**src/rtl/imm_pipe.sv**
```systemverilog
// imm_pipe -- two-stage, stallable immediate generator for the decode stage.
//
// Takes an instruction word plus an immediate-type code and, two cycles
// later, returns the immediate extended to XLEN. It also returns an error
// flag for unknown types and an unmodified sideband tag.
//
// Optional feature macro: IMM_ERR_CNT_EN
//   When defined, adds a saturating 16-bit count of delivered error beats.
//
// Parameters:
//   XLEN   datapath width, 32 or 64
//   TAG_W  sideband tag width
//
// Ports:
//   clk, rst        clock, synchronous active-high reset
//   in_valid/ready  input handshake
//   in_ir           instruction word
//   in_imm_type     immediate type code
//   in_tag          sideband tag, returned with the beat
//   flush           discard every in-flight beat at the next edge
//   out_valid/ready output handshake
//   out_imm         extended immediate
//   out_tag         tag of the output beat
//   out_err         beat carried DEFAULT_TYPE or an unknown code
//   err_count       (IMM_ERR_CNT_EN only) delivered error beats, saturating
//
// Handshake: a beat moves across an interface on a rising edge where both
// valid and ready are 1. A producer holding valid=1 keeps its payload
// stable until that edge. in_ready is the only output with a combinational
// path from inputs (out_ready, flush).

module imm_pipe #(
  parameter int XLEN  = 32,
  parameter int TAG_W = 4
) (
  input  logic             clk,
  input  logic             rst,
  input  logic             in_valid,
  output logic             in_ready,
  input  logic [31:0]      in_ir,
  input  logic [2:0]       in_imm_type,
  input  logic [TAG_W-1:0] in_tag,
  input  logic             flush,
  output logic             out_valid,
  input  logic             out_ready,
  output logic [XLEN-1:0]  out_imm,
  output logic [TAG_W-1:0] out_tag,
  output logic             out_err
`ifdef IMM_ERR_CNT_EN
  ,
  output logic [15:0]      err_count
`endif
);

  localparam logic [2:0] I_TYPE       = 3'b000;
  localparam logic [2:0] B_TYPE       = 3'b001;
  localparam logic [2:0] S_TYPE       = 3'b010;
  localparam logic [2:0] U_TYPE       = 3'b011;
  localparam logic [2:0] J_TYPE       = 3'b100;
  localparam logic [2:0] SHAMT_TYPE   = 3'b101;
  localparam logic [2:0] CSR_TYPE     = 3'b110;
  localparam logic [2:0] DEFAULT_TYPE = 3'b111;

  // Stage 1: raw instruction. The opcode bits [6:0] never feed an
  // immediate, so they are not stored.
  logic             s1_valid;
  logic [31:7]      s1_ir;
  logic [2:0]       s1_type;
  logic [TAG_W-1:0] s1_tag;

  // Stage 2: finished immediate.
  logic             s2_valid;
  logic [XLEN-1:0]  s2_imm;
  logic             s2_err;
  logic [TAG_W-1:0] s2_tag;

  logic             s2_load;
  logic             accept;
  logic [XLEN-1:0]  imm_next;
  logic             err_next;
  logic             unused_opcode;

  assign unused_opcode = ^in_ir[6:0];

  // S2 can take a new value when it is empty or its beat leaves this cycle.
  assign s2_load  = !s2_valid || out_ready;
  assign in_ready = !flush && (!s1_valid || s2_load);
  assign accept   = in_valid && in_ready;

  // Valid bits: reset overrides flush, and flush overrides all movement.
  always_ff @(posedge clk) begin
    if (rst) begin
      s1_valid <= 1'b0;
      s2_valid <= 1'b0;
    end else if (flush) begin
      s1_valid <= 1'b0;
      s2_valid <= 1'b0;
    end else begin
      if (s2_load) begin
        s2_valid <= s1_valid;
      end
      if (accept) begin
        s1_valid <= 1'b1;
      end else if (s2_load) begin
        s1_valid <= 1'b0;
      end
    end
  end

  // Data registers carry no reset; a stale payload is masked by its valid bit.
  always_ff @(posedge clk) begin
    if (accept) begin
      s1_ir   <= in_ir[31:7];
      s1_type <= in_imm_type;
      s1_tag  <= in_tag;
    end
    if (s2_load && s1_valid) begin
      s2_imm <= imm_next;
      s2_err <= err_next;
      s2_tag <= s1_tag;
    end
  end

  // Immediate extraction. The size casts of $signed operands sign-extend
  // to XLEN. Unsigned operands are zero-extended. For U-type on RV64 this
  // extends from bit 31.
  always_comb begin
    imm_next = '0;
    err_next = 1'b0;
    case (s1_type)
      I_TYPE:     imm_next = XLEN'($signed(s1_ir[31:20]));
      S_TYPE:     imm_next = XLEN'($signed({s1_ir[31:25], s1_ir[11:7]}));
      B_TYPE:     imm_next = XLEN'($signed({s1_ir[31], s1_ir[7], s1_ir[30:25],
                                             s1_ir[11:8], 1'b0}));
      U_TYPE:     imm_next = XLEN'($signed({s1_ir[31:12], 12'b0}));
      J_TYPE:     imm_next = XLEN'($signed({s1_ir[31], s1_ir[19:12], s1_ir[20],
                                             s1_ir[30:21], 1'b0}));
      SHAMT_TYPE: begin
        if (XLEN == 64) imm_next = XLEN'(s1_ir[25:20]);
        else            imm_next = XLEN'(s1_ir[24:20]);
      end
      CSR_TYPE:   imm_next = XLEN'(s1_ir[19:15]);
      DEFAULT_TYPE: begin
        imm_next = '0;
        err_next = 1'b1;
      end
      default: begin
        imm_next = '0;
        err_next = 1'b1;
      end
    endcase
  end

  assign out_valid = s2_valid;
  assign out_imm   = s2_imm;
  assign out_tag   = s2_tag;
  assign out_err   = s2_err;

`ifdef IMM_ERR_CNT_EN
  // Counts only beats that complete the output handshake. A flushed beat
  // never handshakes, so it is never counted.
  logic [15:0] err_cnt_q;

  always_ff @(posedge clk) begin
    if (rst) begin
      err_cnt_q <= 16'h0000;
    end else if (s2_valid && out_ready && s2_err && (err_cnt_q != 16'hFFFF)) begin
      err_cnt_q <= err_cnt_q + 16'h0001;
    end
  end

  assign err_count = err_cnt_q;
`endif

endmodule
```
**config.mk**
```make
export PLATFORM = sky130hd
export DESIGN_NAME = imm_pipe
export DESIGN_NICKNAME = d
export VERILOG_FILES = /design/src/rtl/imm_pipe.sv
export SDC_FILE = /design/constraint.sdc
export NUM_CORES = 1
export LEC_CHECK = 0
export BUFFER_PORTS_ARGS = -buffer_cell sky130_fd_sc_hd__buf_2
export CORE_ASPECT_RATIO = 0.9
export CORE_MARGIN = 1.5
export CORE_UTILIZATION = 46
export CTS_CLUSTER_DIAMETER = 200
export CTS_CLUSTER_SIZE = 25
export DETAILED_ROUTE_END_ITERATION = 8
export PLACE_DENSITY = 0.75
export SETUP_SLACK_MARGIN = 0.3
export SKIP_LAST_GASP = 1
export SLEW_MARGIN = 20
export SYNTH_ARGS = -nofsm -noshare
export SYNTH_HDL_FRONTEND = slang
export SYNTH_SLANG_ARGS = --single-unit
```
**constraint.sdc**
```tcl
create_clock -name clk -period 2.5 [get_ports clk]
set_input_delay 0.5 -clock clk [delete_from_list [all_inputs] [get_ports clk]]
set_output_delay 0.5 -clock clk [all_outputs]
set_load 0.005 [all_outputs]
```
# --- After elaboration in Yosys (flattened, before gate mapping) ---
# Cells that the tools add are included.
totals:
  out_inout_bits: 39
  word_cells: 30
  in_bits: 44
  ff_bits: 71
op_classes:
  n_reduce_logical: 11
  eq_ne: 7
  muxes: 4
op_table:
  columns: ["op", "count"]
  rows:
  - ["32-bit case mux with 8 select lines", 1]
  - ["3-bit equality test, second input constant", 4]
  - ["3-bit by 2-bit equality test with 1-bit output, second input constant", 2]
  - ["3-bit by 1-bit equality test with 1-bit output, second input constant", 1]
  - ["1-bit logical AND", 3]
  - ["1-bit logical NOT", 3]
  - ["3-bit logical NOT", 1]
  - ["1-bit 2-to-1 mux", 3]
  - ["1-bit logical OR", 2]
  - ["2-bit nonzero test", 1]
  - ["2-bit OR reduction", 1]

# --- Logic depth before layout (Yosys ltp) ---
# Gate-level depths: netlist of the first run.
logic_depth:
  word_depth: 6
  depth_mapped: 5
  depth_no_buf: 3

# --- Worst setup path before layout of the first run ---
# No wires, ideal clock.
synth_path:
  path_kind: "in2reg"
  startpoint: "input out_ready"
  endpoint: "register s2_err, in the netlist out_err (enable)"
  setup_time_ns: 0.436
  path_stages: 2
  slack_ns: -0.174
  path_buffers: 0
  arrival_ns: 2.238
  required_time_ns: 2.064
  path_cell_list: "nor2b_1 -> nor2b_1"
synth_between:
  elab_chain_len: 2
synth_lines:
  columns: ["item", "line", "source"]
  rows:
  - ["start, declared", "45", "input logic out_ready,"]
  - ["1-bit logical OR", "86", "assign s2_load = !s2_valid || out_ready;"]
  - ["1-bit logical AND", "117", "if (s2_load && s1_valid) begin"]
  - ["end signal, assigned", "119", "s2_err <= err_next;"]
  - ["end, declared", "74", "logic s2_err;"]
# No other way between the ends.
# A chain may end at the register's enable or synchronous reset.

# --- Worst setup path in the final report of the first run ---
layout_path:
  startpoint: "register s1_type[2]"
  endpoint: "register s2_imm[13], in the netlist out_imm[13], data pin"
layout_between:
  elab_chain_len: 2
  word_cells_on_any_way: 9
  classes_between: "eq/ne (7); mux (1); reduce/logical (1)"
layout_lines:
  columns: ["item", "line", "source"]
  rows:
  - ["start, declared", "68", "logic [2:0] s1_type;"]
  - ["start signal, assigned", "114", "s1_type <= in_imm_type;"]
  - ["3-bit equality test, or another cell as far along", "130", "case (s1_type)"]
  - ["32-bit case mux with 8 select lines *", "130", null]
  - ["named net imm_next[13]", "79", "logic [XLEN-1:0] imm_next;"]
  - ["end signal, assigned", "118", "s2_imm <= imm_next;"]
  - ["end, declared", "73", "logic [XLEN-1:0] s2_imm;"]
# Mark *: on every way through the listed nets, which the timed path passes. The rest lies on a longest branch.

==> results of run 1 <==
[state kept, by name, summed over array words and instances, names as in the netlist]
| register | flops |
|---|---|
| out_imm | 32 |
| s1_ir | 25 |
| s1_valid | 1 |
| out_tag | 4 |
| s1_tag | 4 |
| out_valid | 1 |
| s1_type | 3 |
| out_err | 1 |
[power groups by stage]
| stage | logic, µW | registers, µW | clock network (µW) |
|---|---|---|---|
| after floorplan | 131 | 1440 | 0 |
| after global placement | 187 | 1450 | 0 |
| after detailed placement | 194 | 1450 | 0 |
| after CTS | 196 | 1430 | 1090 |
| after global routing | 215 | 1430 | 1130 |
| final | 194 | 1430 | 1060 |
[worst paths after layout]
| kind | cells past startpoint | slack, ns | to |
|---|---|---|---|
| worst max register to register | 3 | 0.67 | out_imm[13] |
| worst max-delay path | 3 | 0.67 | out_imm[13] |
| worst min register to register | 0 | 0.42 | out_tag[2] |
| worst min-delay path | 2 | 0.33 | out_valid |
[kinds of logic after synthesis]
kind of cell               after synthesis  share of synthesized area
AOI/OAI and AO/OA                       50                     0.1208
xor gates and xnor gates                 1                   0.003180
adders and majority gates                1                   0.004087
and+or+nand+nor                         30                    0.07312
buffers and inverters                   13                    0.02861
DFF                                     71                     0.7666
muxes                                    1                   0.003633
[metrics by stage]
| step | util | setup WS [ns] | hold slack [ns] |
|---|---|---|---|
| 3_5_place_dp | 0.5566 | 0.6908 | 0.4045 |
| 4_1_cts | 0.5981 | 0.6804 | 0.3094 |
| 5_1_grt | 0.5981 | 0.5214 | 0.3022 |
| 2_1_floorplan | - | 0.5111 | 0.4003 |
| 6_report | 0.5981 | 0.6681 | 0.3273 |
| 3_3_place_gp | 0.5566 | 0.7598 | 0.4006 |
[cell usage in the layout (no fill, tap or decap), drive strengths merged, types with 2 or more instances in the layout]
| cell type | netlist | routed |
|---|---|---|
| a21o | 12 | 12 |
| a21oi | 19 | 19 |
| a221o | 4 | 4 |
| a22o | 5 | 5 |
| and2 | 3 | 3 |
| and2b | 6 | 6 |
| and3 | 5 | 5 |
| buf | 9 | 79 |
| bufinv | 0 | 3 |
| clkbuf | 2 | 11 |
| dfxtp | 2 | 2 |
| edfxtp | 69 | 69 |
| inv | 2 | 2 |
| nor2 | 2 | 2 |
| nor2b | 8 | 8 |
| nor3 | 4 | 4 |
| o22ai | 8 | 8 |
[area by class of cell]
cell class | instances | area [µm²]
sequential | 71 | 2112
clock inverter | 5 | 106.4
clock buffer | 11 | 131.4
inverter | 2 | 10.01
multi-input combinational | 83 | 571.8
tap | 70 | 87.58
timing repair buffer | 79 | 405.4
fill | 453 | 2301
[layer usage]
metal | track usage | routed length, µm | part of all wire
met1 | 0.1950 | 2045 | 0.41
met2 | 0.2714 | 2534 | 0.51
met3 | 0.05959 | 321 | 0.065
met4 | 0.06290 | 62 | 0.012
met5 | 0 | 0 | 0
==> results.md, run 1 <==
* Die W at 84.58 µm
* Main synth FF type: edfxtp_1
* Setup crit end kind: flip-flop
* P_int at ~2100 µW
* Min Tclk post-route at about 1.8 ns
* F_max at between 500 and 600 MHz
* Sw Ratio at 0.1995
* Required @ worst endpoint at between 2 and 3 ns
* VDD IR max at roughly 0.0005 V
* CTS Hold Bufs at 0
* Die H at ~76 µm
* Clock transition at path regs at 0.07 ns
* Final nets at 290
* Max H-tree Level at 3
* Seq cells post-synth at a little over 70
* DRT Pass-1 Iters at 5
* IO Pins at between 80 and 90
* Max clock buf depth at 2
* Antenna Cells at 0
* GPL Wtd Cong at 0.7922
* Cell count after synthesis at 167
* Initial drt markers at 72
* Power Total at around 2700 µW
* Power Density at ~800 nW/µm²
* CP cell instances: nor2b_1 > a21oi_1 > o22ai_1
* CTS root buffer: clkbuf_8
* Clk network pwr share at 0.396
* Min-delay worst type: in2reg
* Final std cells w/o fill at roughly 320
* Vias in the first global route at between 1,500 and 2,000
* Commonest cells in the netlist: 69 x edfxtp_1, 19 x a21oi_1, 12 x a21o_1
* Fin. max-slew vios at 0
* Final Hold Viols at 0
* DP Cell Count at between 300 and 400
* Largest net degree at the start of global routing at 33
* Initial antenna violation count at 0
* Syn Area/Cell at roughly 16 µm²
* Sw Pwr at around 540 µW
* Share of the synthesized area in the top cell type at 0.7520
* Initial Utilization at 0.4812
* Worst Setup SP: s1_type[2]
* Synth Cell Area at around 2800 µm²
* All-layer global routing usage at 0.1638
* Tcrit/Tclk final at 0.7327
* Status: complete, no violations
* Drt total wl at between 4 and 5 mm
* GRT overflow at 0
* Crit start category: flip-flop
* DRC at 0
* Post-DP HPWL at 3.369 mm
* Worst clock skew at about 0.0094 ns
* Routed Antenna Nets at 0
* Syn nets at roughly 210
* Static Leak at between 0.001 and 0.0015 µW
* Sequential power share at 0.531
* Crit Path Max Fanout at 23
* Per-cell routed wire length at approximately 15 µm
* Setup TNS at 0 ns
* Seq/Total Area, Yosys at 0.7666
* Worst Setup Path Type: reg2reg
* Unrepaired setup endpoints after global routing: no
* CTS tree: built
* Core ar. at about 5700 µm²
* Arrival @ worst endpoint at roughly 2.0 ns
* Area post-placement at 3187 µm²
* Ys async rst share at 0
* Final Cell Area at approximately 3400 µm²
* Clk sinks at between 70 and 80
* Quantity of gates resized following cts at 0
* I/O Buffers at 75
* Cts bufs inserted at 9
* Max_cap viols at 0
* Top cells by area, synth: edfxtp_1 75%, a21oi_1 3.5%, a21o_1 3.3%
* Slew HR at 0.5266
* Critical hold path startpoint: rst
* Area leader, netlist: edfxtp_1
* Logic gate share of total power at 0.072
* Vias per inst at just over 5
* Max stage delay on crit path at between 0.8 and 0.9 ns
* Area growth, synth to finish at 24.30%
* Slowest-stage cell, CP: edfxtp_1
* Number of core rows at 26
* Crit path max-delay family: flip-flops
* Yosys warns at 0
* Number of enable flip-flop cells after synthesis at 69
* Vias at about 1,700
* Clk Latency, worst-skew pair at between 0.3 and 0.4 ns
* Crit path buf inv count at 0
* Final setup viols at 0
* First-pass GRT wire length at just under 8 mm
* Slew of the pin with the lowest slew margin at 0.7100 ns
* Most frequent cell after synthesis: edfxtp_1
* Share of post-route cells with drive strength above 1 at 0.3944
* Setup Buffers After CTS at 0
* Worst reg2reg startpoint: s1_type[2]
* Synth cell types at 27
* Die ar. at around 6500 µm²
No activity file was read; power rests on OpenSTA's default activity.
==> run 2: changes to the inputs <==
Settings changed: CORE_UTILIZATION 46 to 51, PLACE_DENSITY 0.75 to 0.79.
Clock period 2.5 ns to 1.7 ns, I/O delays scaled along.
==> results.md, run 2 (synthesized netlist as in run 1, its figures left out) <==
* Clock transition at path regs at 0.07 ns (about the same)
* DRC at 0 (unchanged)
* Arrival @ worst endpoint at 1.54 ns (-0.46 ns)
* Worst Setup Path Type: reg2reg
* DRT Pass-1 Iters at 4 (-1)
* Worst reg-to-reg setup slack at 0.24 ns (-0.43 ns)
* Slew of the pin with the lowest slew margin at 0.4546 ns (-0.2555 ns)
* Hold Path Sink: out_valid
* Clk sinks at 71 (unchanged)
* Share of post-route cells with drive strength above 1 at 0.4852 (+0.09076)
* Min-delay worst type: in2reg
* Crit start category: flip-flop
* Fillers at 341 (-25%)
* CTS tree: built
* All-layer global routing usage at 0.2006 (+0.03684)
* Status: complete, no violations
* First-pass GRT wire length at 8.376 mm (+6.3%)
* Die W at 80.48 µm (-4.8%)
* Max clock buf depth at 2 (unchanged)
* Initial antenna violation count at 0 (unchanged)
* Max_cap viols at 0 (unchanged)
* Worst reg2reg startpoint: s1_type[1]
* Number of core rows at 25 (-3.8%)
* Antenna Cells at 0 (unchanged)
* I/O Buffers at 75 (unchanged)
* Drt total wl at 5.592 mm (+13%)
* Max reg flops at 32 (unchanged)
* Required @ worst endpoint at 1.78 ns (-0.89 ns)
* Post-DP HPWL at 3.466 mm (+2.9%)
* Worst flop-to-flop path endpoint: out_imm[2]
* CTS Hold Bufs at 0 (unchanged)
* Cts bufs inserted at 9 (unchanged)
* Commonest non-fill, non-tap cells in the layout: 75 x buf_2, 69 x edfxtp_1, 17 x buf_4, 14 x a21oi_1, 12 x a21o_1
* Area growth, synth to finish at 30.38%
* Routed Antenna Nets at 0 (unchanged)
* Vias in the first global route at 1,747 (+8.2%)
* Register area at 2113 µm² (about the same)
* Crit-path most repeated cell: buf_4
* Vias per inst at 5.401 (+4.2%)
* GRT overflow at 0 (unchanged)
* Tcrit/Tclk final at 0.8590 (+0.1263)
* VDD IR max at 0.0005422 V (+8.7%)
* CTS root buffer: clkbuf_8
* Static Leak at 0.001468 µW (+6.4%)
* Max stage delay on crit path at 0.38 ns (-0.43 ns)
* Multi-input gate area in the final layout at 653.1 µm² (+14%)
* Power Total at 3588 µW (+34%)
* Slowest-stage cell, CP: edfxtp_1
* Final setup viols at 0 (unchanged)
* Final setup margin at 0.2397 ns (-0.4285 ns)
* Max H-tree Level at 3 (unchanged)
* Min Tclk post-route at 1.460 ns (-0.3715 ns)
* Core ar. at 5224 µm² (-8.8%)
* R2R cell count at 5 (+2)
* Critical hold path startpoint: rst
* IO Pins at 83 (unchanged)
* Pre-CTS setup slack at -0.02779 ns (-0.7186 ns)
* Largest net degree at the start of global routing at 38 (+15%)
* Worst clock skew at 0.006735 ns (-0.002666 ns)
* Setup crit end kind: flip-flop
* CP cell instances: buf_4 > inv_4 > buf_4 > a22o_1 > a221o_1
* Unrepaired setup endpoints after global routing: yes
* Final nets at 309 (+6.6%)
* Initial drt markers at 179 (+150%)
* Fin. max-slew vios at 0 (unchanged)
* Clk Latency, worst-skew pair at 0.33 ns (about the same)
* Commonest non-fill, non-tap cell in the layout: buf_2
* F_max at 684.8 MHz (+25%)
* Vias at 1,820 (+9.4%)
* Final Hold Viols at 0 (unchanged)
* Hold path cells at 2 (unchanged)
* Crit Path Max Fanout at 8 (-65%)
* Die ar. at 5853 µm² (-9.4%)
* Per-cell routed wire length at 16.59 µm (+7.3%)
* Slew HR at 0.6960 (+0.1693)
* GPL Wtd Cong at 0.8340 (+5.3%)
* Die H at 72.73 µm (-4.8%)
* Power Density at 998.7 nW/µm² (+27%)
* Initial Utilization at 0.5274 (+0.04622)
## run 2: power breakdown
part / internal, µW / total (µW) / switching (µW)
combinational: 200 / 392 / 191
sequential: 2040 / 2080 / 45.3
clock: 513 / 1110 / 600
total: 2750 / 3590 / 837
## run 2: timing repair
item                       4_1_cts  5_1_grt
resized for setup               10        9
pin swaps                        2        4
gates cloned                     1        0
buffers inserted                11        2
setup endpoints to repair       56       57
## run 2: through the flow
| step | setup TNS, ns | utilization | hold slack (ns) | std cells | area [µm²] |
|---|---|---|---|---|---|
| 2_1_floorplan | 0 | - | 0.4003 | 167 | 2774 |
| 3_3_place_gp | 0 | 0.6211 | 0.4024 | 307 | 3244 |
| 3_5_place_dp | -0.1109 | 0.6211 | 0.4045 | 307 | 3244 |
| 4_1_cts | 0 | 0.6776 | 0.1593 | 335 | 3540 |
| 5_1_grt | 0 | 0.6877 | 0.1628 | 337 | 3592 |
| 6_report | 0 | 0.6877 | 0.1713 | 337 | 3592 |
## run 2: layout make-up
type	instances	area share
clock inverter	7	0.01115
sequential	71	0.5883
clock buffer	9	0.03448
inverter	2	0.002786
timing repair buffer	97	0.1581
tap	67	0.02334
multi-input combinational	84	0.1818
## run 2: worst max-delay path: cells and delay by family, from the launching register on
kind                   cells  cell delay (ns)
AOI/OAI and AO/OA          2             0.52
buffers and inverters      3             0.33
DFF                        1             0.38
## run 2: worst max-delay path by stage
stage,start,to,slack (ns),cells past startpoint
after detailed placement,s1_type[2],out_imm[30],-0.03,2
after global routing,s1_type[1],out_imm[2],0.19,5
final,s1_type[1],out_imm[2],0.24,5
after CTS,s1_type[0],out_imm[30],0.27,4
after floorplan,out_valid,out_err,0.28,2
after global placement,s1_type[2],out_imm[29],0.05,2
## run 2: metal layers
metal	wire, µm	global-route usage	vias up	part of all wire
li1	-	-	847	-
met1	2230	0.2427	871	0.40
met2	2869	0.3184	85	0.51
met3	329	0.05375	17	0.059
met4	163	0.1322	0	0.029
met5	0	0	-	0
==> run 3: changes to the inputs <==
Settings changed: CORE_MARGIN 1.5 to not set, SETUP_SLACK_MARGIN 0.3 to not set.
==> results.md, run 3 (synthesized netlist as in run 1, its figures left out) <==
* Status: complete, no violations
* Max H-tree Level at 3 (unchanged)
* Crit path max-delay family: flip-flops
* Area growth, synth to finish at 26.25%
* Max clock buf depth at 2 (unchanged)
* Max stage delay on crit path at 0.51 ns (+0.13 ns)
* Critical hold path startpoint: in_ir[14]
* Slew HR at 0.7801 (+0.08412)
* Antenna Cells at 0 (unchanged)
* Setup crit end kind: flip-flop
* Initial antenna violation count at 0 (unchanged)
* CTS Hold Bufs at 0 (unchanged)
* Slew of the pin with the lowest slew margin at 0.3284 ns (-0.1262 ns)
* Setup TNS at 0 ns (unchanged)
* Worst reg2reg startpoint: s1_type[0]
* Number of core rows at 25 (unchanged)
* Worst reg-to-reg setup slack at 0.10 ns (-0.14 ns)
* Unrepaired setup endpoints after global routing: no
* Power Total at 3773 µW (+5.2%)
* Die ar. at 5701 µm² (-2.6%)
* Die H at 71.73 µm (-1.4%)
* Crit Path Max Fanout at 15 (+7)
* Clk Latency, worst-skew pair at 0.34 ns (about the same)
* Routed Antenna Nets at 0 (unchanged)
* Worst Setup Path Type: reg2reg
* GPL Wtd Cong at 0.7804 (-6.4%)
* Tcrit/Tclk final at 0.9392 (+0.08020)
* CTS tree: built
* Slowest-stage cell, CP: edfxtp_1
* Cts bufs inserted at 9 (unchanged)
* First-pass GRT wire length at 7.679 mm (-8.3%)
* Clock transition at path regs at 0.07 ns (about the same)
* DRT Pass-1 Iters at 4 (unchanged)
* Worst clock skew at 0.004681 ns (-0.002053 ns)
* Post-DP HPWL at 3.373 mm (-2.7%)
* Min Tclk post-route at 1.597 ns (+0.1363 ns)
* Final Hold Viols at 0 (unchanged)
* Vias in the first global route at 1,579 (-9.6%)
* Max reg flops at 32 (unchanged)
* Drt total wl at 5.127 mm (-8.3%)
* Arrival @ worst endpoint at 1.68 ns (+0.14 ns)
* Required @ worst endpoint at 1.79 ns (about the same)
* IO Pins at 83 (unchanged)
* Worst Setup SP: s1_type[0]
* Commonest non-fill, non-tap cell in the layout: buf_2
* Crit start category: flip-flop
* VDD IR max at 0.0006783 V (+25%)
* F_max at 626.3 MHz (-8.5%)
* Vias at 1,734 (-4.7%)
* Min-delay worst type: in2reg
* Initial Utilization at 0.5274 (unchanged)
* Share of post-route cells with drive strength above 1 at 0.4202 (-0.06495)
* Clk sinks at 71 (unchanged)
* CP cell instances: buf_4 > and2_1 > a21oi_1 > o22ai_1
* Initial drt markers at 133 (-26%)
* Final nets at 296 (-4.2%)
* Static Leak at 0.001419 µW (-3.4%)
* Die W at 79.48 µm (-1.2%)
* All-layer global routing usage at 0.1922 (-0.008356)
* Largest net degree at the start of global routing at 38 (unchanged)
* Vias per inst at 5.352 (-0.90%)
* I/O Buffers at 75 (unchanged)
* Commonest non-fill, non-tap cells in the layout: 75 x buf_2, 69 x edfxtp_1, 19 x a21oi_1, 12 x a21o_1, 12 x clkbuf_8
* DRC at 0 (unchanged)
* Core ar. at 5224 µm² (unchanged)
* Per-cell routed wire length at 15.82 µm (-4.6%)
* GRT overflow at 0 (unchanged)
* Power Density at 1085 nW/µm² (+8.6%)
* Final setup viols at 0 (unchanged)
* Crit path buf inv count at 1 (-2)
* Fin. max-slew vios at 0 (unchanged)
* CTS root buffer: clkbuf_8
* Max_cap viols at 0 (unchanged)
[run 3: cell count changes in the layout (fill, tap and decap cells not counted), sizes merged]
cell,previous run,this run
clkinvlp,2,0
buf,97,85
clkinv,5,2
clkbuf,9,13
bufinv,0,1
nor2b,9,8
[run 3: cell type report]
cell class              count  area (µm²)
repair buffers             85       488.0
inverters                   2       10.01
well taps                  67       83.83
flip-flops and latches     71        2112
multi-input cells          83       575.6
fillers                   371        1745
clock inverters             3       40.04
clock buffers              13       168.9
[run 3: worst paths after layout]
check	end	cells past startpoint
worst max-delay path	out_imm[14]	4
worst min-delay path	s1_ir[14]	1
worst max register to register	out_imm[14]	4
worst min register to register	out_tag[1]	0
[run 3: power by group]
group          switching, µW  leakage, µW  total [µW]  internal [µW]
clock network            564     0.000109        1360            793
registers               48.3     0.000649        2090           2040
logic                    163     0.000660         330            167
[run 3: routing by layer]
layer / vias up / global-route usage / wire, µm
met2: 92 / 0.2830 / 2580
met5: - / 0 / 0
met4: 0 / 0.08687 / 74
li1: 819 / - / -
met3: 10 / 0.09045 / 449
met1: 813 / 0.2428 / 2022
[run 3: worst register-to-register path, stage by stage, from the launching register on]
cell and delay (ns):
edfxtp_1 0.51, buf_4 0.24, and2_1 0.25, a21oi_1 0.25, o22ai_1 0.11
[run 3: what timing repair did]
item | 4_1_cts | 5_1_grt
setup endpoints to repair | 0 | 7
buffers inserted | 0 | 1
gates resized for setup | 0 | 1
[run 3: through the flow]
stage | util | instances | hold slack, ns | area [µm²] | setup slack [ns]
floorplan | - | 167 | 0.4003 | 2764 | 0.1204
global placement | 0.6216 | 307 | 0.4003 | 3247 | 0.1448
detailed placement | 0.6216 | 307 | 0.4070 | 3247 | 0.1115
CTS | 0.6616 | 323 | 0.1520 | 3456 | 0.08834
global route | 0.6659 | 324 | 0.1464 | 3478 | 0.07599
finish | 0.6659 | 324 | 0.1732 | 3478 | 0.1033
